<file path="config.mk">
export PLATFORM = sky130hd
export DESIGN_NAME = serial_tx
export DESIGN_NICKNAME = d
export VERILOG_FILES = /design/src/rtl/serial_tx.sv
export SDC_FILE = /design/constraint.sdc
export NUM_CORES = 1
export LEC_CHECK = 0
export ABC_AREA = 0
export CAP_MARGIN = 20
export CORE_MARGIN = 1
export CORE_UTILIZATION = 53
export CTS_CLUSTER_DIAMETER = 30
export DETAILED_ROUTE_END_ITERATION = 7
export MAX_ROUTING_LAYER = met4
export PLACE_DENSITY = 0.79
export SLEW_MARGIN = 20
export SYNTH_ARGS = -nofsm -noshare
export SYNTH_HDL_FRONTEND = slang
export SYNTH_SLANG_ARGS = --single-unit
</file>
<file path="constraint.sdc">
create_clock -name clk -period 2.5 [get_ports clk]
set_clock_uncertainty 0.15 [all_clocks]
set_input_delay 0.75 -clock clk [delete_from_list [all_inputs] [get_ports clk]]
set_output_delay 0.75 -clock clk [all_outputs]
set_load 0.02 [all_outputs]
</file>
<file path="src/rtl/serial_tx.sv">
// Parallel-in, serial-out frame transmitter: start bit, DATA_W data bits LSB first,
// optional even parity (define SERIAL_TX_PARITY_EN), stop bit; each bit lasts CLKS_PER_BIT clocks.
module serial_tx #(
    parameter int unsigned DATA_W       = 8,
    parameter int unsigned CLKS_PER_BIT = 16
) (
    input  logic              clk,
    input  logic              reset,
    input  logic [DATA_W-1:0] data,
    input  logic              load,
    output logic              ready,
    output logic              busy,
    output logic              tx,
    output logic              done
);

    localparam int unsigned CNT_W = $clog2(CLKS_PER_BIT);
    localparam int unsigned IDX_W = $clog2(DATA_W + 1);
    localparam logic [CNT_W-1:0] BAUD_LAST = CNT_W'(CLKS_PER_BIT - 1);
    localparam logic [IDX_W-1:0] IDX_LAST  = IDX_W'(DATA_W - 1);

    typedef enum logic [2:0] {
        ST_IDLE,
        ST_START,
        ST_DATA,
`ifdef SERIAL_TX_PARITY_EN
        ST_PARITY,
`endif
        ST_STOP
    } state_e;

    state_e            state_q, state_d;
    logic [CNT_W-1:0]  baud_q, baud_d;
    logic [IDX_W-1:0]  idx_q, idx_d;
    logic [DATA_W-1:0] shift_q, shift_d;
`ifdef SERIAL_TX_PARITY_EN
    logic              par_q, par_d;
`endif
    logic              tx_q, tx_d;
    logic              ready_q, ready_d;
    logic              busy_q, busy_d;
    logic              done_q, done_d;
    logic              bit_end_c;

    assign bit_end_c = (baud_q == BAUD_LAST);

    // Outputs are registered from the next state so they line up with the state they describe.
    always_comb begin
        state_d = state_q;
        baud_d  = baud_q;
        idx_d   = idx_q;
        shift_d = shift_q;
`ifdef SERIAL_TX_PARITY_EN
        par_d   = par_q;
`endif
        done_d  = 1'b0;
        tx_d    = 1'b1;

        if (state_q != ST_IDLE) begin
            baud_d = bit_end_c ? '0 : baud_q + CNT_W'(1);
        end

        unique case (state_q)
            ST_IDLE: begin
                baud_d = '0;
                idx_d  = '0;
                if (load) begin
                    shift_d = data;
`ifdef SERIAL_TX_PARITY_EN
                    par_d   = ^data;
`endif
                    state_d = ST_START;
                end
            end
            ST_START: begin
                if (bit_end_c) state_d = ST_DATA;
            end
            ST_DATA: begin
                if (bit_end_c) begin
                    shift_d = shift_q >> 1;
                    if (idx_q == IDX_LAST) begin
                        idx_d = '0;
`ifdef SERIAL_TX_PARITY_EN
                        state_d = ST_PARITY;
`else
                        state_d = ST_STOP;
`endif
                    end else begin
                        idx_d = idx_q + IDX_W'(1);
                    end
                end
            end
`ifdef SERIAL_TX_PARITY_EN
            ST_PARITY: begin
                if (bit_end_c) state_d = ST_STOP;
            end
`endif
            ST_STOP: begin
                if (bit_end_c) begin
                    state_d = ST_IDLE;
                    done_d  = 1'b1;
                end
            end
            default: state_d = ST_IDLE;
        endcase

        unique case (state_d)
            ST_IDLE:   tx_d = 1'b1;
            ST_START:  tx_d = 1'b0;
            ST_DATA:   tx_d = shift_d[0];
`ifdef SERIAL_TX_PARITY_EN
            ST_PARITY: tx_d = par_d;
`endif
            ST_STOP:   tx_d = 1'b1;
            default:   tx_d = 1'b1;
        endcase

        ready_d = (state_d == ST_IDLE);
        busy_d  = !ready_d;
    end

    always_ff @(posedge clk or posedge reset) begin
        if (reset) begin
            state_q <= ST_IDLE;
            baud_q  <= '0;
            idx_q   <= '0;
            shift_q <= '0;
`ifdef SERIAL_TX_PARITY_EN
            par_q   <= 1'b0;
`endif
            tx_q    <= 1'b1;
            ready_q <= 1'b1;
            busy_q  <= 1'b0;
            done_q  <= 1'b0;
        end else begin
            state_q <= state_d;
            baud_q  <= baud_d;
            idx_q   <= idx_d;
            shift_q <= shift_d;
`ifdef SERIAL_TX_PARITY_EN
            par_q   <= par_d;
`endif
            tx_q    <= tx_d;
            ready_q <= ready_d;
            busy_q  <= busy_d;
            done_q  <= done_d;
        end
    end

    assign tx    = tx_q;
    assign ready = ready_q;
    assign busy  = busy_q;
    assign done  = done_q;

endmodule

</file>
======== Word level (Yosys, flattened, before mapping) ========
Index checks and enable logic that the tools add are counted.
storage, ports and cells
  output and inout port bits .............. 4
  logic and storage cells ................. 46
  input bits .............................. 11
  bits in registers ....................... 23
cells by class
  reduce and logical (&&, ||, !) cells .... 8
  $add $sub $neg .......................... 2
  mux-type cells .......................... 18
  equality and inequality tests ........... 9
operators with widths
  kind                                                                   count
  4-bit 2-to-1 mux                                                       5
  8-bit 2-to-1 mux                                                       2
  8-bit one-hot mux with 2 select lines                                  1
  3-bit 2-to-1 mux                                                       5
  3-bit one-hot mux with 4 select lines                                  1
  3-bit by 2-bit equality test with 1-bit output, second input constant  3
  4-bit by 1-bit adder with 4-bit output, second input constant          2
  4-bit one-hot mux with 2 select lines                                  1
  3-bit by 1-bit equality test with 1-bit output, second input constant  2
  3-bit zero test                                                        2
  4-bit by 3-bit equality test with 1-bit output, second input constant  1
  4-bit equality test, second input constant                             1
  2-bit != test, second input constant                                   2
  2-bit nonzero test                                                     2
  3-bit AND reduction                                                    1
  3-bit nonzero test                                                     1
  1-bit 2-to-1 mux                                                       2
  1-bit one-hot mux with 2 select lines                                  1
  2-bit AND reduction                                                    1
  1-bit zero test                                                        1

======== Longest topological paths before layout ========
  depth after elaboration ................. 6
  depth in mapped cells ................... 6
  depth with buffers taken out ............ 5

======== Least setup slack after synthesis ========
OpenSTA, ideal clock, no wires.
  path type ............................... reg2reg
  start point ............................. reg baud_q[0]
  end point ............................... reg tx_q, in the netlist tx
  cell stages (with the launch flop) ...... 7
  period minus slack after synthesis ...... 1.783 ns
  setup slack ............................. 0.717 ns
  arrival time ............................ 1.546 ns
  setup time .............................. 0.086 ns
  required time ........................... 2.264 ns
  path buffers ............................ 1
  cell sequence ........................... dfrtp_1 -> ha_1 -> and3_1 -> buf_6 -> a311o_1 -> a211oi_1 -> a21oi_1
between the ends
  word-level cells in the longest chain between the ends .. 5
  elaborated cells between the ends (all ways) .. 10
  classes of those cells .................. eq/ne (3); mux (7)
ends and longest elaborated chain
  item                                                                                                                     line        text
  start, declared                                                                                                          33          logic [CNT_W-1:0] baud_q, baud_d;
  start signal, assigned                                                                                                   137         baud_q <= baud_d;
  4-bit equality test (*)                                                                                                  45          assign bit_end_c = (baud_q == BAUD_LAST);
  3-bit 2-to-1 mux, on equally long branches                                                                               99, 76, 79
  3-bit one-hot mux with 4 select lines                                                                                    63          unique case (state_q)
  3-bit by 2-bit equality test with 1-bit output / 3-bit by 1-bit equality test with 1-bit output (equally long branches)  107         unique case (state_d)
  1-bit one-hot mux with 2 select lines (*)                                                                                107
  via tx_d                                                                                                                 39          logic tx_q, tx_d;
  end signal, assigned                                                                                                     143         tx_q <= tx_d;
  end, declared                                                                                                            39
The timed path passes the listed nets; every way through them passes the cells marked *. The select of a mux whose other input is x is not followed.
A chain may end at the register's enable or synchronous reset.

======== Worst setup path after layout ========
  start point ............................. reg ready_q, in the netlist ready
  end point ............................... out ready
RTL lines
  item                    line  text
  start, declared         40    logic ready_q, ready_d;
  start signal, assigned  144   ready_q <= ready_d;
  end, declared           11    output logic ready,
No word-level cell between the ends.

==> flow_summary.yaml <==
final_layout:
  final_common_cell: "dfrtp_1"
  syn_to_final_growth_pct: 15.2
  fin_cells: 139
  fillers: 165
  layout.nets: 126
  layout_common_cells: "dfrtp_1, clkdlybuf4s50_1, nor2_1, a221o_1, and2_1"
  n_antenna_cell: 0
  drive_gt1_frac: 0.170
critical_path:
  path_depth: 1
  worstSetupEndpointType: "primary output"
  required_ns: 1.60
  crit_arrival_ns: 1.45
  ff2ff_path_depth: 5
  cp_max_fo: 1
  critPathTopFamily: "buffers and inverters"
  cp.buffers_inverters: 1
  critPathMaxStageDelay_ns: 0.60
  slowest_stage: "clkdlybuf4s50_1"
  crit_chain: "clkdlybuf4s50_1"
  worst-setup-path-type: "reg2out"
  crit_path_start_kind: "register"
place:
  dp_hpwl_mm: 1.39
  io_buffers: 14
  dpl.cell_count: 135
  place_congestion: 0.763
clocking:
  numClockSinks: 23
  postCtsSetupBuffers: 0
  cts_buffers: 3
  clk_pin_slew_ns: 0.12
  cts_resized: 0
  htree_levels: 1
  root_buffer: "clkbuf_4"
  hold_buffers: 0
  cts_tree: "done"
  clock_latency_ns: 0.31
  clockBufferDepth: 2
drt:
  viasPerCell: 5.71
  drt-pass1-iter-count: 4
  drc: 0
  vias: 794
  drt_iter0_markers: 13
  routed_wl_mm: 1.90
  ant_nets: 0
  post_drt_wl_per_cell_microns: 13.6
timing:
  worst_slew_pin_slew_ns: 0.532
  drv_slew: 0
  rsz0062_at_grt: "false"
  post-route-min-period_ns: 2.35
  timing.slew.headroom: 0.645
  setup_viol: 0
  setup_tns_ns: 0
  hold_violations: 0
  fmax_mhz: 426
  min_period_over_period: 0.939
die:
  num_rows: 16
  die_width_microns: 48.6
  die_h_microns: 48.6
  pin_count: 15
  dieArea_sq_um: 2360
  core_area_sq_um: 2000
  start_util: 0.575
synthesis:
  synth_seq_cells: 23
  yosysWarnings: 0
  syn_nets: 109
  netlist-cell-type-count: 40
  synth-edff-count: 0
  synth_ff_type: "dfrtp_1"
  async_flop_share: 1.00
  syn_area_per_cell_sq_um: 12.0
  syn_area_sq_um: 1150
  ys_seq_area_frac: 0.502
  synth_cells: 96
pwr:
  ir_drop_v: 0.000326
  leakagePower_nw: 0.591
  p_per_area_nw_per_um2: 572
global_route:
  grt.total_usage: 0.198
  grt_start_max_net_pins: 24
  first_global_vias: 779
  overflow: 0
  grt_pass1_wl_mm: 3.42
  antenna_found_initial: 0
min_path:
  hp-class: "reg2reg"
  holdPathStages: 1
status:
  status: "finished clean"
run:
  drv_cap: 0
-- kinds of logic (layout without fill, tap and decap cells) --
family / after synthesis / after routing / synth area share
AO/OA/AOI/OAI: 22 / 22 / 0.158
XOR/XNOR: 2 / 2 / 0.0152
adder cells (fa/ha/maj): 2 / 2 / 0.0217
buffers and inverters: 8 / 24 / 0.0489
flip-flops: 23 / 23 / 0.502
multiplexers: 1 / 1 / 0.00870
other: 1 / 1 / 0.00326
AND/OR/NAND/NOR: 37 / 37 / 0.242
-- state kept, by name (all words and copies together), names as in the netlist --
name,count
tx,1
idx_q,4
baud_q,4
done,1
state_q,3
ready,1
busy,1
shift_q,8
-- synth_stat cells, drive strengths merged (3+ instances only) --
cell,n,share of area
and2,6,0.034
nand2,3,0.0098
inv,4,0.013
nand4,3,0.029
buf,3,0.029
dfrtp,21,0.46
o21ai,5,0.022
nor2,8,0.047
a21oi,4,0.017
a22o,3,0.025
a221o,6,0.052
nor3,3,0.017
-- path summary, 6_finish.rpt --
path	startpoint	end	slack, ns
max	ready$_DFF_PP1_	ready	0.15
min	baud_q[0]$_DFF_PP0_	baud_q[0]$_DFF_PP0_	0.37
max reg2reg	baud_q[0]$_DFF_PP0_	tx$_DFF_PP1_	0.57
min reg2reg	baud_q[0]$_DFF_PP0_	baud_q[0]$_DFF_PP0_	0.37
max in group asynchronous	reset	ready$_DFF_PP1_	1.31
min in group asynchronous	reset	state_q[2]$_DFF_PP0_	0.61
-- report_power, final --
part	leakage [nW]	internal, mW	switching (mW)
Sequential	0.291	0.416	0.0431
Clock	0.0177	0.0599	0.111
Combinational	0.282	0.0738	0.0545
Total	0.591	0.550	0.208
-- per-stage QoR --
step                setup slack [ns]  total power [mW]  utilization  cell area, sq um  hold WS, ns
global placement               0.248             0.590        0.649              1300        0.330
floorplan                      0.717             0.552            -              1150        0.303
CTS                            0.136             0.766        0.663              1330        0.363
detailed placement             0.239             0.596        0.649              1300        0.341
global route                   0.110             0.801        0.663              1330        0.391
finish                         0.152             0.758        0.663              1330        0.366
-- layer usage --
metal	up-vias	global-route usage	wire (microns)
met5	-	-	0
met4	0	0.0980	42
met3	5	0.0314	52
met2	22	0.322	956
met1	382	0.237	844
li1	385	-	-
-- final cells by class --
class                      instances  area, sq um  share of cell area
sequential                        23          578               0.436
multi-input combinational         65          517               0.390
timing repair buffer              16          155               0.117
tap                               27         33.8              0.0255
clock buffer                       3         22.5              0.0170
inverter                           4         15.0              0.0113
clock inverter                     1         5.00             0.00377
(Power assumes the default switching activity.)
